===== config.mk =====
export PLATFORM = sky130hd
export DESIGN_NAME = cix_seq
export DESIGN_NICKNAME = d
export VERILOG_FILES = /design/src/rtl/cix_seq.sv
export SDC_FILE = /design/constraint.sdc
export NUM_CORES = 1
export LEC_CHECK = 0
export BUFFER_PORTS_ARGS = -buffer_cell sky130_fd_sc_hd__buf_4
export CAP_MARGIN = 10
export CORE_MARGIN = 2
export CORE_UTILIZATION = 50
export DETAILED_ROUTE_END_ITERATION = 6
export GPL_TIMING_DRIVEN = 0
export HOLD_SLACK_MARGIN = 0.15
export PLACE_DENSITY = 0.71
export SETUP_SLACK_MARGIN = 0.1
export SKIP_LAST_GASP = 1
export SLEW_MARGIN = 25
export SYNTH_ARGS = -nofsm -noshare
export SYNTH_HDL_FRONTEND = slang
export SYNTH_SLANG_ARGS = --single-unit
export TNS_END_PERCENT = 20

===== constraint.sdc =====
create_clock -name clock -period 5.3 [get_ports clock]
set_input_delay 1.59 -clock clock [delete_from_list [all_inputs] [get_ports clock]]
set_output_delay 1.59 -clock clock [all_outputs]
set_load 0.005 [all_outputs]

===== src/rtl/cix_seq.sv =====
// Sequential clz / ctz / popcount / zero-count over a 2**ORDER-bit word, one 2**CORDER-bit chunk
// per clock. Optional early exit for clz/ctz: define CIX_SEQ_EARLY_EXIT_EN.
module cix_seq #(
    parameter int unsigned ORDER  = 5,
    parameter int unsigned CORDER = 3
) (
    input  logic                clock,
    input  logic                reset,
    input  logic                in_valid,
    output logic                in_ready,
    input  logic [1:0]          mode,
    input  logic [2**ORDER-1:0] in,
    output logic                out_valid,
    input  logic                out_ready,
    output logic [ORDER:0]      count,
    output logic                zero
);

    localparam int unsigned W  = 2**ORDER;
    localparam int unsigned C  = 2**CORDER;
    localparam int unsigned N  = 2**(ORDER-CORDER);
    localparam int unsigned IW = (ORDER > CORDER) ? ORDER - CORDER : 1;

    typedef logic [ORDER:0] cnt_t;

    typedef enum logic [1:0] {StIdle, StScan, StDone} state_e;

    function automatic cnt_t lead_zeros(input logic [C-1:0] v);
        cnt_t r;
        r = cnt_t'(C);
        for (int i = 0; i < C; i++) begin
            if (v[i]) r = cnt_t'(C - 1 - i);
        end
        return r;
    endfunction

    function automatic cnt_t trail_zeros(input logic [C-1:0] v);
        cnt_t r;
        r = cnt_t'(C);
        for (int i = C - 1; i >= 0; i--) begin
            if (v[i]) r = cnt_t'(i);
        end
        return r;
    endfunction

    function automatic cnt_t pop_count(input logic [C-1:0] v);
        cnt_t r;
        r = '0;
        for (int i = 0; i < C; i++) begin
            r = r + cnt_t'(v[i]);
        end
        return r;
    endfunction

    state_e         state_q, state_d;
    logic [W-1:0]   shreg_q, shreg_d;
    cnt_t           acc_q, acc_d;
    logic [IW-1:0]  idx_q, idx_d;
    logic [1:0]     op_q, op_d;
    logic           trk_q, trk_d;
    logic           seen_q, seen_d;
    cnt_t           count_q, count_d;
    logic           zero_q, zero_d;
    logic           valid_q, valid_d;

    logic [C-1:0]   chunk_hi, chunk_lo;
    cnt_t           add, acc_sum;
    logic [W-1:0]   shifted;
    logic           nz, last, finish;

    assign chunk_hi = shreg_q[W-1 -: C];
    assign chunk_lo = shreg_q[C-1:0];
    assign last     = (idx_q == IW'(N - 1));

    always_comb begin
        add     = '0;
        nz      = 1'b0;
        shifted = shreg_q >> C;
        unique case (op_q)
            2'b00: begin
                nz      = |chunk_hi;
                shifted = shreg_q << C;
                // Once a one has been seen, later chunks contribute nothing.
                add     = seen_q ? '0 : lead_zeros(chunk_hi);
            end
            2'b01: begin
                nz  = |chunk_lo;
                add = seen_q ? '0 : trail_zeros(chunk_lo);
            end
            default: begin
                nz  = |chunk_lo;
                add = pop_count(chunk_lo);
            end
        endcase
    end

    assign acc_sum = acc_q + add;

`ifdef CIX_SEQ_EARLY_EXIT_EN
    assign finish = last | (~op_q[1] & nz);
`else
    assign finish = last;
`endif

    always_comb begin
        state_d = state_q;
        shreg_d = shreg_q;
        acc_d   = acc_q;
        idx_d   = idx_q;
        op_d    = op_q;
        trk_d   = trk_q;
        seen_d  = seen_q;
        count_d = count_q;
        zero_d  = zero_q;
        valid_d = valid_q;
        unique case (state_q)
            StIdle: begin
                if (in_valid) begin
                    shreg_d = in;
                    op_d    = mode;
                    acc_d   = '0;
                    idx_d   = '0;
                    trk_d   = 1'b1;
                    seen_d  = 1'b0;
                    state_d = StScan;
                end
            end
            StScan: begin
                shreg_d = shifted;
                acc_d   = acc_sum;
                idx_d   = idx_q + IW'(1);
                trk_d   = trk_q & ~nz;
                seen_d  = seen_q | nz;
                if (finish) begin
                    state_d = StDone;
                    valid_d = 1'b1;
                    count_d = (op_q == 2'b11) ? cnt_t'(W) - acc_sum : acc_sum;
                    zero_d  = trk_q & ~nz;
                end
            end
            StDone: begin
                if (out_ready) begin
                    state_d = StIdle;
                    valid_d = 1'b0;
                end
            end
            default: state_d = StIdle;
        endcase
    end

    always_ff @(posedge clock or posedge reset) begin
        if (reset) begin
            state_q <= StIdle;
            shreg_q <= '0;
            acc_q   <= '0;
            idx_q   <= '0;
            op_q    <= '0;
            trk_q   <= 1'b0;
            seen_q  <= 1'b0;
            count_q <= '0;
            zero_q  <= 1'b0;
            valid_q <= 1'b0;
        end else begin
            state_q <= state_d;
            shreg_q <= shreg_d;
            acc_q   <= acc_d;
            idx_q   <= idx_d;
            op_q    <= op_d;
            trk_q   <= trk_d;
            seen_q  <= seen_d;
            count_q <= count_d;
            zero_q  <= zero_d;
            valid_q <= valid_d;
        end
    end

    assign in_ready  = (state_q == StIdle);
    assign out_valid = valid_q;
    assign count     = count_q;
    assign zero      = zero_q;

endmodule


==> Word-level counts from Yosys, hierarchy flattened <==
Index checks and enable logic that the tools add are counted.
Widths: inputs -> output; s select.
{ "word_totals": {"out_inout_bits": 9, "inputBits": 38, "word_cells": 81, "ff_bits": 54} }
{ "op_classes": {"muxes": 39, "n_reduce_logical": 11, "n_bitwise": 3, "addsub": 10, "n_eq_ne": 8} }
{ "op_table": {"columns": ["op", "count"], "rows": [
  ["$mux 6", 18],
  ["$mux 32", 2],
  ["$pmux 32 s2", 1],
  ["$pmux 6 s2", 2],
  ["$reduce_or 8->1", 2],
  ["$add 6x1->6", 2],
  ["$mux 2", 4],
  ["$mux 4", 2],
  ["$add 5x1->6", 1],
  ["$add 6x6->6", 1],
  ["$eq 2x2->1 const B", 3],
  ["$ne 2x2->1 const B", 3],
  ["$pmux 1 s2", 3],
  ["$pmux 2 s3", 1],
  ["$reduce_and 2->1", 3],
  ["$reduce_and 3->1", 2],
  ["$sub 6x6->6 const A", 1],
  ["$add 4x1->5", 1],
  ["$mux 1", 5],
  ["$add 3x1->4", 1],
  ["$eq 2x1->1 const B", 2],
  ["$logic_not 2->1", 2],
  ["$pmux 2 s2", 1],
  ["$reduce_bool 2->1", 2],
  ["other kinds (6)", 6]
]} }

==> Longest topological paths before layout <==
Gate-level depths: netlist of run 1.
{ "depth": {"word_depth": 13, "mapped_depth": 15, "ltp_nobuf": 15} }

==> Worst setup path before layout of run 1 <==
Ideal clock, no wire load.
{ "synth_timing": {"path_type": "reg2reg", "start": "register shreg_q[0]", "end": "register count_q[5], in the netlist count[5]", "arrival_time_ps": 4046, "path_slack_ps": 1129, "period_less_slack_ps": 4171, "path_stages_with_launch": 15, "path_cell_list": "dfrtp_1 inv_1 fa_1 fa_1 fa_1 inv_1 ha_1 fa_1 a22o_1 fa_1 xnor2_1 and3b_1 o221ai_1 xnor2_1 o21ai_1"} }
{ "synth_between": {"elab_chain_len": 11, "word_cells_on_any_way": 13, "cone_classes": "add/sub (9); mux (4)"} }
{ "synth_lines": {"columns": ["item", "line_no", "text"], "rows": [
  ["start: declaration", "56", "logic [W-1:0] shreg_q, shreg_d;"],
  ["start signal: assignment", "165", "shreg_q <= shreg_d;"],
  ["$add 1x1->2", "50", "r = r + cnt_t'(v[i]);"],
  ["$add 2x1->3", "50", null],
  ["$add 3x1->4", "50", null],
  ["$add 4x1->5", "50", null],
  ["$add 5x1->6", "50", null],
  ["$add 6x1->6 (2 in a row)", "50", null],
  ["$pmux 6 s2 *", "79", "unique case (op_q)"],
  ["$add 6x6->6 *", "97", "assign acc_sum = acc_q + add;"],
  ["$sub 6x6->6", "137", "count_d = (op_q == 2'b11) ? cnt_t'(W) - acc_sum : acc_sum;"],
  ["$mux 6 *", "137", null],
  ["end signal: assignment", "171", "count_q <= count_d;"],
  ["end: declaration", "62", "cnt_t count_q, count_d;"]
]} }
Mark *: on every way between the ends. The rest lies on a longest branch, timed or not.
A chain may end at the register's enable or synchronous reset.

==> Worst setup path after layout of run 1 <==
{ "layout_timing": {"start": "register shreg_q[1]", "end": "register count_q[5], in the netlist count[5]"} }
The elaborated chain is that of the path after synthesis.

==> results of run 1 <==
## sequential cells by signal, summed over array words and instances (netlist names)
name / flops
shreg_q: 32
acc_q: 6
count: 6
idx_q: 2
op_q: 2
state_q: 2
out_valid: 1
seen_q: 1
trk_q: 1
zero: 1
## worst max-delay path, stage by stage, from the launching register on
cell and delay [ps]:
dfrtp_1 480, inv_1 120, fa_1 530, fa_1 430, fa_1 500, inv_1 40
ha_1 200, fa_1 430, a22o_1 280, fa_1 450, xnor2_1 420, and3b_1 230
o221ai_1 120, xnor2_1 210, o21ai_1 90
## per-stage QoR
| stage | util (%) | cell area, um^2 | power, W | hold slack [ps] |
|---|---|---|---|---|
| floorplan | - | 3233 | 0.002221 | 454.3 |
| global placement | 58.20 | 3675 | 0.002686 | 466.9 |
| detailed placement | 58.56 | 3697 | 0.002771 | 475.5 |
| CTS | 60.34 | 3810 | 0.003060 | 495.4 |
| global route | 60.34 | 3810 | 0.003389 | 512.6 |
| finish | 60.34 | 3810 | 0.003067 | 493.6 |
## placed cells by master (no fill, tap or decap), types with 5 or more instances in the layout
cell        n
a21oi_1    27
nand2_1   103
nand3_1    12
nor2_1     28
fa_1        5
clkbuf_1    9
buf_2       5
ha_1       10
dfrtp_1    54
a31oi_1    25
clkbuf_8    7
xnor2_1     5
buf_4      48
and3_1     17
inv_1      21
nor3_1     11
o21ai_1    11
## layout make-up
type,instances,area [um^2]
Clock buffer,6,82.58
Tap cell,77,96.34
Timing Repair Buffer,47,365.4
Inverter,22,85.08
Sequential cell,54,1351
Fill cell,598,2504
Buffer,22,128.9
Clock inverter,1,30.03
Multi-Input combinational cell,299,1670
## cells by family after synthesis
logic type / after synthesis
AO/OA/AOI/OAI: 85
AND/OR/NAND/NOR: 191
adder cells (fa/ha/maj): 15
XOR/XNOR: 6
multiplexers: 2
flip-flops: 54
buffers and inverters: 44
## power by group
group	internal, W	switching (W)	total (W)
logic	0.000786	0.00113	0.00192
clock network	0.000151	0.000137	0.000288
registers	0.000630	0.000229	0.000859
## per-layer routing
metal	vias to the layer above	share of wire [%]	GRT usage, %	wire length (um)
met4	0	1.8	7.792	151
met3	15	5.4	3.736	457
met1	1425	47	38.43	3971
li1	1468	-	-	-
met5	-	0	0	0
met2	92	46	38.67	3919
## worst max-delay path by stage
stage,startpoint,endpoint,slack (ps),cells past startpoint
after global placement,shreg_q[1],count[5],810,14
after floorplan,shreg_q[0],count[5],1130,14
after detailed placement,shreg_q[1],count[5],670,14
after global routing,shreg_q[1],count[5],300,14
after CTS,shreg_q[1],count[5],680,14
final,shreg_q[1],count[5],660,14
## cell usage after synthesis, drive strengths merged, types with 2 or more instances
master	count	area share, %
a21o	2	0.46
a21oi	27	4.2
a31oi	25	4.8
and3	17	3.3
buf	12	2.5
clkbuf	10	1.5
dfrtp	54	42
fa	5	3.1
ha	10	3.9
inv	22	2.6
mux2i	2	0.62
nand2	104	12
nand3	12	1.9
nor2	31	4.0
nor2b	3	0.58
nor3	11	1.7
nor3b	2	0.46
nor4	5	1.2
o21ai	15	2.3
o21bai	2	0.46
or2	2	0.39
xnor2	5	1.4
==> metrics.yaml, run 1 <==
post_cts_resized: 0
syn_inst: 397
dieArea_mm2: 0.007125
crit_fanout: 6
layout_min_cycle_time_ps: 4644
nNetsFinal: 504
syn2layout_area_growth_pct: 17.84
cts_sinks: 54
rsz0062_at_grt: "false"
dr.first_iter.drc_count: 180
worstRegToRegCells: 14
clk_latency_ps: 310
hold_path.startpoint: "idx_q[0]"
max_freq_mhz: 215.3
finClkSkew_ps: 7.164
grtUsageTotal_pct: 25.60
crit_required_ps: 5490
cts_buffers: 5
worst-setup-path-type: "reg -> reg"
gp_congestion: 0.8529
synth.distinct_cells: 50
cts_htree_levels: 2
tns_ps: 0
synth.net_count: 450
ys_ff_latch: 54
hold_buffers: 0
drive_gt1_share_pct: 16.19
path_clk_slew_ps: 100
synth_compound_area_share_pct: 15.87
min_path_type: "reg -> reg"
tightest_slew_ps: 558.6
maxCapViolCount: 0
grt_max_degree: 43
slew_headroom_pct: 62.76
die_y_um: 84.41
timing.final.crit_share_pct: 87.63
reg2reg_slack_ps: 660
synth_fa_ha_area_share_pct: 6.966
row_count: 29
final.setup.worst_slack_ps: 655.7
drc: 0
pre_cts_ws_ps: 668.9
syn_area_per_cell_um2: 8.144
synth_ff_type: "dfrtp_1"
routed_wl_mm: 8.500
r2r_start: "shreg_q[1]"
drtPass1Iterations: 5
post_cts_buffers: 0
via_per_inst: 5.682
drv_slew: 0
muxShareOfSynthArea_pct: 0.6192
setup_viol: 0
die_x_um: 84.41
port-buffer-count: 46
grt_pass1_vias: 2916
ir_drop_v: 0.0005467
p_per_area_mw_per_mm2: 805.1
routed-via-count: 3000
seq_area_frac_synth_pct: 41.80
diodes: 0
p_leak_nw: 1.844
worstHoldPathCells: 1
core-area_mm2: 0.006314
synth_xor_area_share_pct: 1.625
finalHoldViolations: 0
grt_pass1_wl_mm: 14.48
antenna_found_initial: 0
cp-end-kind: "flop"
synthSimpleGateAreaFrac_pct: 26.59
outcome: "complete, no violations"
cts_tree: "yes"
min_to: "idx_q[0]"
hpwl_mm: 6.336
cts-root-buf: "clkbuf_8"
instances_no_fill: 528
wl_per_cell_um: 16.10
initial_utilization_pct: 51.21
critPathArrivalTime_ps: 4840
setup.worst_path.start_class: "flop"
synth_top_family_by_area: "simple AND/OR/NAND/NOR gates"
grt_remaining_overflow: 0
yosys_warnings: 0
clockBufferDepth: 2
antenna_left: 0
io_pins: 47
dp.cells: 521
r2r-end: "count[5]"
async_flop_share_pct: 100.0
synthesis.area_mm2: 0.003233
synth-edff-count: 0
No activity file was read; power rests on OpenSTA's default activity.
==> run 2: changes to the inputs <==
- ABC_AREA: default -> 1
==> run 2 against run 1 <==
- non-clock buffer count shrank 4
- sequential share of layout area decreased by 1.1 points
- synthesized cell count increased by 6.0%
- clock skew increased by 2.1 ps
- die area increased by 4.4%
- final area rose by 3.3%
- critical path depth rose by 7
- utilization grew 0.60 points
- global-route usage down 1.3 points
- first-iteration DRC count up 81%
- largest cell class unchanged
==> metrics.yaml, run 2 <==
outcome: "complete, no violations"
drc: 0  # unchanged
layout_min_cycle_time_ps: 4446  # -198.5 ps
syn2layout_area_growth_pct: 16.39
seq_area_mm2: 0.001351  # unchanged
antenna_left: 0  # unchanged
slew_headroom_pct: 69.26  # +6.5 points
synthesis.area_mm2: 0.003382  # +4.6%
max_freq_mhz: 224.9  # +4.5%
synth.top_cell.area_share_pct: 39.96  # -1.8 points
cts-root-buf: "clkbuf_8"
timing.final.crit_share_pct: 83.88  # -3.7 points
setup.worst_path.start_class: "flop"
synth.net_count: 474  # +5.3%
crit_required_ps: 5490  # about the same
post_cts_buffers: 0  # unchanged
worst-setup-path-type: "reg -> reg"
initial_utilization_pct: 52.36  # +1.2 points
largest_register_ffs: 32  # unchanged
rsz0062_at_grt: "false"
dr.first_iter.drc_count: 326  # +81%
regMostFlops: "shreg_q"
synthTopCellsByArea: "dfrtp_1 40%, nand2_1 9.4%, o21ai_0 7.7%, inv_1 6.7%, a21oi_1 4.4%"
multi_input_area_mm2: 0.001642  # -1.7%
synth-edff-count: 0  # unchanged
clockBufferDepth: 2  # unchanged
row_count: 29  # unchanged
post_cts_resized: 0  # unchanged
syn_area_per_cell_um2: 8.033  # -1.4%
critical_path.top_delay_family: "adder cells"
hpwl_mm: 6.424  # +1.4%
cts_tree: "yes"
hold_buffers: 0  # unchanged
cp-end-kind: "flop"
via_per_inst: 5.592  # -1.6%
ys_ff_latch: 54  # unchanged
grt_max_degree: 54  # +26%
syn_inst: 421  # +6.0%
die_x_um: 86.25  # +2.2%
routed_wl_mm: 8.392  # -1.3%
min_path_type: "reg -> reg"
finalHoldViolations: 0  # unchanged
routed-via-count: 3081  # +2.7%
tightest_slew_ps: 461.1  # -97.49 ps
diodes: 0  # unchanged
critPathBufInv: 5  # +3
final_cell_mix: "85 x nand2_1, 59 x inv_1, 54 x dfrtp_1, 52 x o21ai_0, 50 x buf_4"
grt_pass1_vias: 2950  # +1.2%
port-buffer-count: 46  # unchanged
finClkSkew_ps: 9.272  # +2.108 ps
yosys_warnings: 0  # unchanged
async_flop_share_pct: 100.0  # unchanged
reg2reg_slack_ps: 850  # +200 ps
io_pins: 47  # unchanged
nNetsFinal: 528  # +4.8%
setup_viol: 0  # unchanged
fin_area_mm2: 0.003936  # +3.3%
grt_remaining_overflow: 0  # unchanged
cts_htree_levels: 2  # unchanged
crit_path_frequent_cell: "nand2_1"
cts_buffers: 5  # unchanged
slowest_delay_ps: 490  # -40 ps
drive_gt1_share_pct: 19.41  # +3.2 points
wl_per_cell_um: 15.23  # -5.4%
fill_cells: 609  # +1.8%
antenna_found_initial: 0  # unchanged
grtUsageTotal_pct: 24.31  # -1.3 points
clk_latency_ps: 300  # about the same
drtPass1Iterations: 5  # unchanged
yosysTopAreaCell: "dfrtp_1"
dpl-instance-area_mm2: 0.003854  # +4.2%
path_clk_slew_ps: 90  # about the same
die_y_um: 86.25  # +2.2%
synth_ff_type: "dfrtp_1"
seq_area_frac_synth_pct: 39.96  # -1.8 points
gp_congestion: 0.8948  # +4.9%
cts_sinks: 54  # unchanged
maxCapViolCount: 0  # unchanged
grt_pass1_wl_mm: 14.23  # -1.7%
crit_chain: "inv_1 -> fa_1 -> fa_1 -> fa_1 -> inv_1 -> ha_1 -> fa_1 -> inv_1 -> nand2_1 -> nand2_1 -> nor2_1 -> fa_1 -> inv_1 -> ha_1 -> inv_1 -> nor2_1 -> nand2_1 -> nand2_1 -> nand2_1 -> nand3_1 -> nand2_1"
critPathArrivalTime_ps: 4640  # -200 ps
synth.distinct_cells: 35  # -30%
crit_fanout: 6  # unchanged
core-area_mm2: 0.006459  # +2.3%
dieArea_mm2: 0.007438  # +4.4%
layout_commonest_cell: "nand2_1"
critPathSlowestCell: "fa_1"
synth_commonest_cells: "85 x nand2_1, 60 x inv_1, 54 x dfrtp_1"
drv_slew: 0  # unchanged
synthMostInstantiatedCell: "nand2_1"
tns_ps: 0  # unchanged
[run 2: final cells by class]
type | count | area share (%)
Buffer | 18 | 3.592
Clock buffer | 6 | 2.098
Inverter | 64 | 6.357
Multi-Input combinational cell | 285 | 41.70
Sequential cell | 54 | 34.33
Tap cell | 77 | 2.448
Timing Repair Buffer | 47 | 9.472
[run 2: worst reg2reg max path, cell delays in order (launching register included)]
cell     delay, ps
dfrtp_1        390
inv_1          190
fa_1           460
fa_1           450
fa_1           490
inv_1           40
ha_1           200
fa_1           480
inv_1           50
nand2_1         80
nand2_1         60
nor2_1         200
fa_1           490
inv_1          100
ha_1           170
inv_1           60
nor2_1         130
nand2_1         80
nand2_1         60
nand2_1         50
nand3_1         60
nand2_1         50
[run 2: final timing paths]
path	from	end	cells past startpoint
worst max-delay path	shreg_q[1]	count[4]	21
worst min-delay path	out_valid	out_valid	2
worst max register to register	shreg_q[1]	count[4]	21
worst min register to register	out_valid	out_valid	2
max in group asynchronous	reset	shreg_q[23]	3
min in group asynchronous	reset	state_q[1]	2
[run 2: stage by stage]
step	hold slack, ps	cells	setup slack (ps)	util, %
global route	498.3	551	565.6	60.95
floorplan	459.4	421	1238	-
global placement	456.4	544	877.6	59.20
detailed placement	464.9	545	879.4	59.67
CTS	485.3	551	856.6	60.95
finish	478.1	551	854.2	60.95
[run 2: kinds of logic (layout without fill, tap and decap cells)]
group | Yosys count | in the layout | share of synthesized area [%]
flops | 54 | 54 | 39.96
buf+inv | 82 | 135 | 11.51
compound gates | 128 | 128 | 23.01
xor+xnor | 1 | 1 | 0.2590
fa+ha+maj | 15 | 15 | 6.659
simple gates | 141 | 141 | 18.61
[run 2: layer usage]
layer	GRT usage (%)	share of wire (%)
met2	36.79	45
met1	37.48	48
met5	0	0
met3	2.952	5.3
met4	5.682	1.1
Power of run 2 is left out: the tool's default activity adds up to more than one toggle a clock period on the data nets, which glitch-free logic cannot reach.
==> run 3: changes to the inputs <==
- PLACE_DENSITY: 0.71 -> 0.74
- clock period: 5.3 -> 3.7 ns (I/O delays scaled with it)
==> run 3 against run 2 <==
- the flow now finishes with violations (negative setup slack)
- critical path depth stayed put
- cell count rose by 2.5%
- setup slack lost 1300 ps
- global-route usage is 1.4 points higher
- utilization up 2.3 points
- non-clock buffer count up 12
- first-iteration DRC count decreased by 12%
- maximum frequency increased by 6.9%
- clock skew decreased by 3.6 ps
- hold slack better by 3.7 ps
- via count grew 2.7%
- critical path type unchanged
==> metrics.yaml, run 3 (same netlist as run 2, synthesis figures left out) <==
outcome: "finished, violations left"
failed_checks: "negative setup slack"
slew_headroom_pct: 71.74  # +2.5 points
final_cell_mix: "82 x nand2_1, 62 x buf_4, 54 x inv_1, 54 x dfrtp_1, 52 x o21ai_0"
hold_buffers: 0  # unchanged
diodes: 0  # unchanged
dieArea_mm2: 0.007438  # unchanged
tightest_slew_ps: 424.0  # -37.09 ps
grtUsageTotal_pct: 25.71  # +1.4 points
clk_latency_ps: 310  # about the same
io_pins: 47  # unchanged
cts-root-buf: "clkbuf_8"
setup_viol: 10  # +10
initial_utilization_pct: 52.36  # unchanged
min_path_type: "reg -> reg"
core-area_mm2: 0.006459  # unchanged
cts_sinks: 54  # unchanged
worstRegToRegCells: 21  # unchanged
dr.first_iter.drc_count: 288  # -12%
fin_area_mm2: 0.004088  # +3.8%
routed_wl_mm: 8.802  # +4.9%
cts_htree_levels: 2  # unchanged
dpl-instance-area_mm2: 0.003854  # unchanged
grt_max_degree: 32  # -41%
die_x_um: 86.25  # unchanged
crit_required_ps: 3910  # -1580 ps
rsz0062_at_grt: "true"
routed-via-count: 3163  # +2.7%
die_y_um: 86.25  # unchanged
grt_pass1_vias: 3194  # +8.3%
drive_gt1_share_pct: 23.98  # +4.6 points
layout_min_cycle_time_ps: 4161  # -285.1 ps
setup.worst_path.start_class: "flop"
max_freq_mhz: 240.3  # +6.9%
gp_congestion: 0.8772  # -2.0%
clockBufferDepth: 2  # unchanged
critPathArrivalTime_ps: 4370  # -270 ps
largest_register_ffs: 32  # unchanged
hold_path.startpoint: "out_valid"
drv_slew: 0  # unchanged
regMostFlops: "shreg_q"
finClkSkew_ps: 5.705  # -3.566 ps
drtPass1Iterations: 5  # unchanged
row_count: 29  # unchanged
grt_pass1_wl_mm: 15.05  # +5.7%
maxCapViolCount: 0  # unchanged
syn2layout_area_growth_pct: 20.87
r2r-end: "count[4]"
final.setup.worst_slack_ps: -460.7  # -1315 ps
drc: 0  # unchanged
timing.final.crit_share_pct: 112.5  # +29 points
worst-setup-path-type: "reg -> reg"
antenna_found_initial: 0  # unchanged
cts_tree: "yes"
pre_cts_ws_ps: -584.3  # -1464 ps
port-buffer-count: 46  # unchanged
setup.worst_path.start: "shreg_q[1]"
endpoint: "count[4]"
layout_commonest_cell: "nand2_1"
wl_per_cell_um: 15.58  # +2.3%
crit_fanout: 3  # -3
antenna_left: 0  # unchanged
grt_remaining_overflow: 0  # unchanged
path_clk_slew_ps: 100  # about the same
finalHoldViolations: 0  # unchanged
via_per_inst: 5.598  # +0.12%
nNetsFinal: 540  # +2.3%
r2r_start: "shreg_q[1]"
reg2reg_slack_ps: -460  # -1310 ps
hpwl_mm: 6.497  # +1.1%
cts_buffers: 5  # unchanged
cp-end-kind: "flop"
-- run 3: changes by cell type in the layout (fill, tap and decap cells not counted), moves of 2 or more --
| cell | change |
|---|---|
| inv_1 | -5 |
| nand2_1 | -3 |
| ha_4 | +2 |
| nor2_1 | -2 |
| inv_2 | +5 |
| nand2_2 | +3 |
| buf_4 | +12 |
| ha_1 | -3 |
| clkbuf_1 | +2 |
-- run 3: cell type report --
type	count	area [um^2]
tap	77	96.34
sequential	54	1351
clock inverter	1	30.03
buffer	18	141.4
fill	592	2371
timing repair buffer	59	455.4
multi-input combinational	285	1687
inverter	64	250.2
clock buffer	7	76.32
-- run 3: worst max-delay path, stage by stage (launching register included) --
cell,delay (ps)
dfrtp_1,410
inv_2,70
fa_1,520
fa_1,420
fa_1,490
inv_1,40
ha_2,170
fa_1,480
inv_1,50
nand2_2,70
nand2_2,70
nor2_4,110
fa_1,460
inv_2,110
ha_4,140
inv_2,40
nor2_1,110
nand2_1,80
nand2_1,60
nand2_1,50
nand3_1,60
nand2_1,50
-- run 3: repair_timing --
item	CTS	global route
resized for setup	2	7
buffers inserted	8	4
pin swaps	4	2
setup endpoints to repair	10	10
-- run 3: how the worst min path moves through the flow --
stage                 to  slack, ps  cells after the start
2_1_floorplan   acc_q[0]        460                      2
3_3_place_gp   out_valid        460                      2
3_5_place_dp   out_valid        460                      2
4_1_cts        out_valid        490                      2
5_1_grt         count[4]        520                      2
6_report       out_valid        480                      2
-- run 3: per-layer routing --
metal  share of wire (%)  up-vias  wire (um)  GRT usage (%)
met2                  47      105       4151          41.16
li1                    -     1546          -              -
met4                 1.8        0        158          6.676
met5                   0        -          0              0
met3                 5.3       14        464          3.905
met1                  46     1498       4028          36.85
-- run 3: through the flow --
stage / instances / utilization [%] / hold slack (ps) / TNS [ps]
4_1_cts: 561 / 62.28 / 487.0 / -3020
5_1_grt: 565 / 63.29 / 524.3 / -4735
6_report: 565 / 63.29 / 481.8 / -2883
3_5_place_dp: 545 / 59.67 / 463.6 / -3226
2_1_floorplan: 421 / - / 459.4 / -1030
3_3_place_gp: 544 / 59.32 / 456.4 / -2942
Power of run 3 is left out for the same reason.
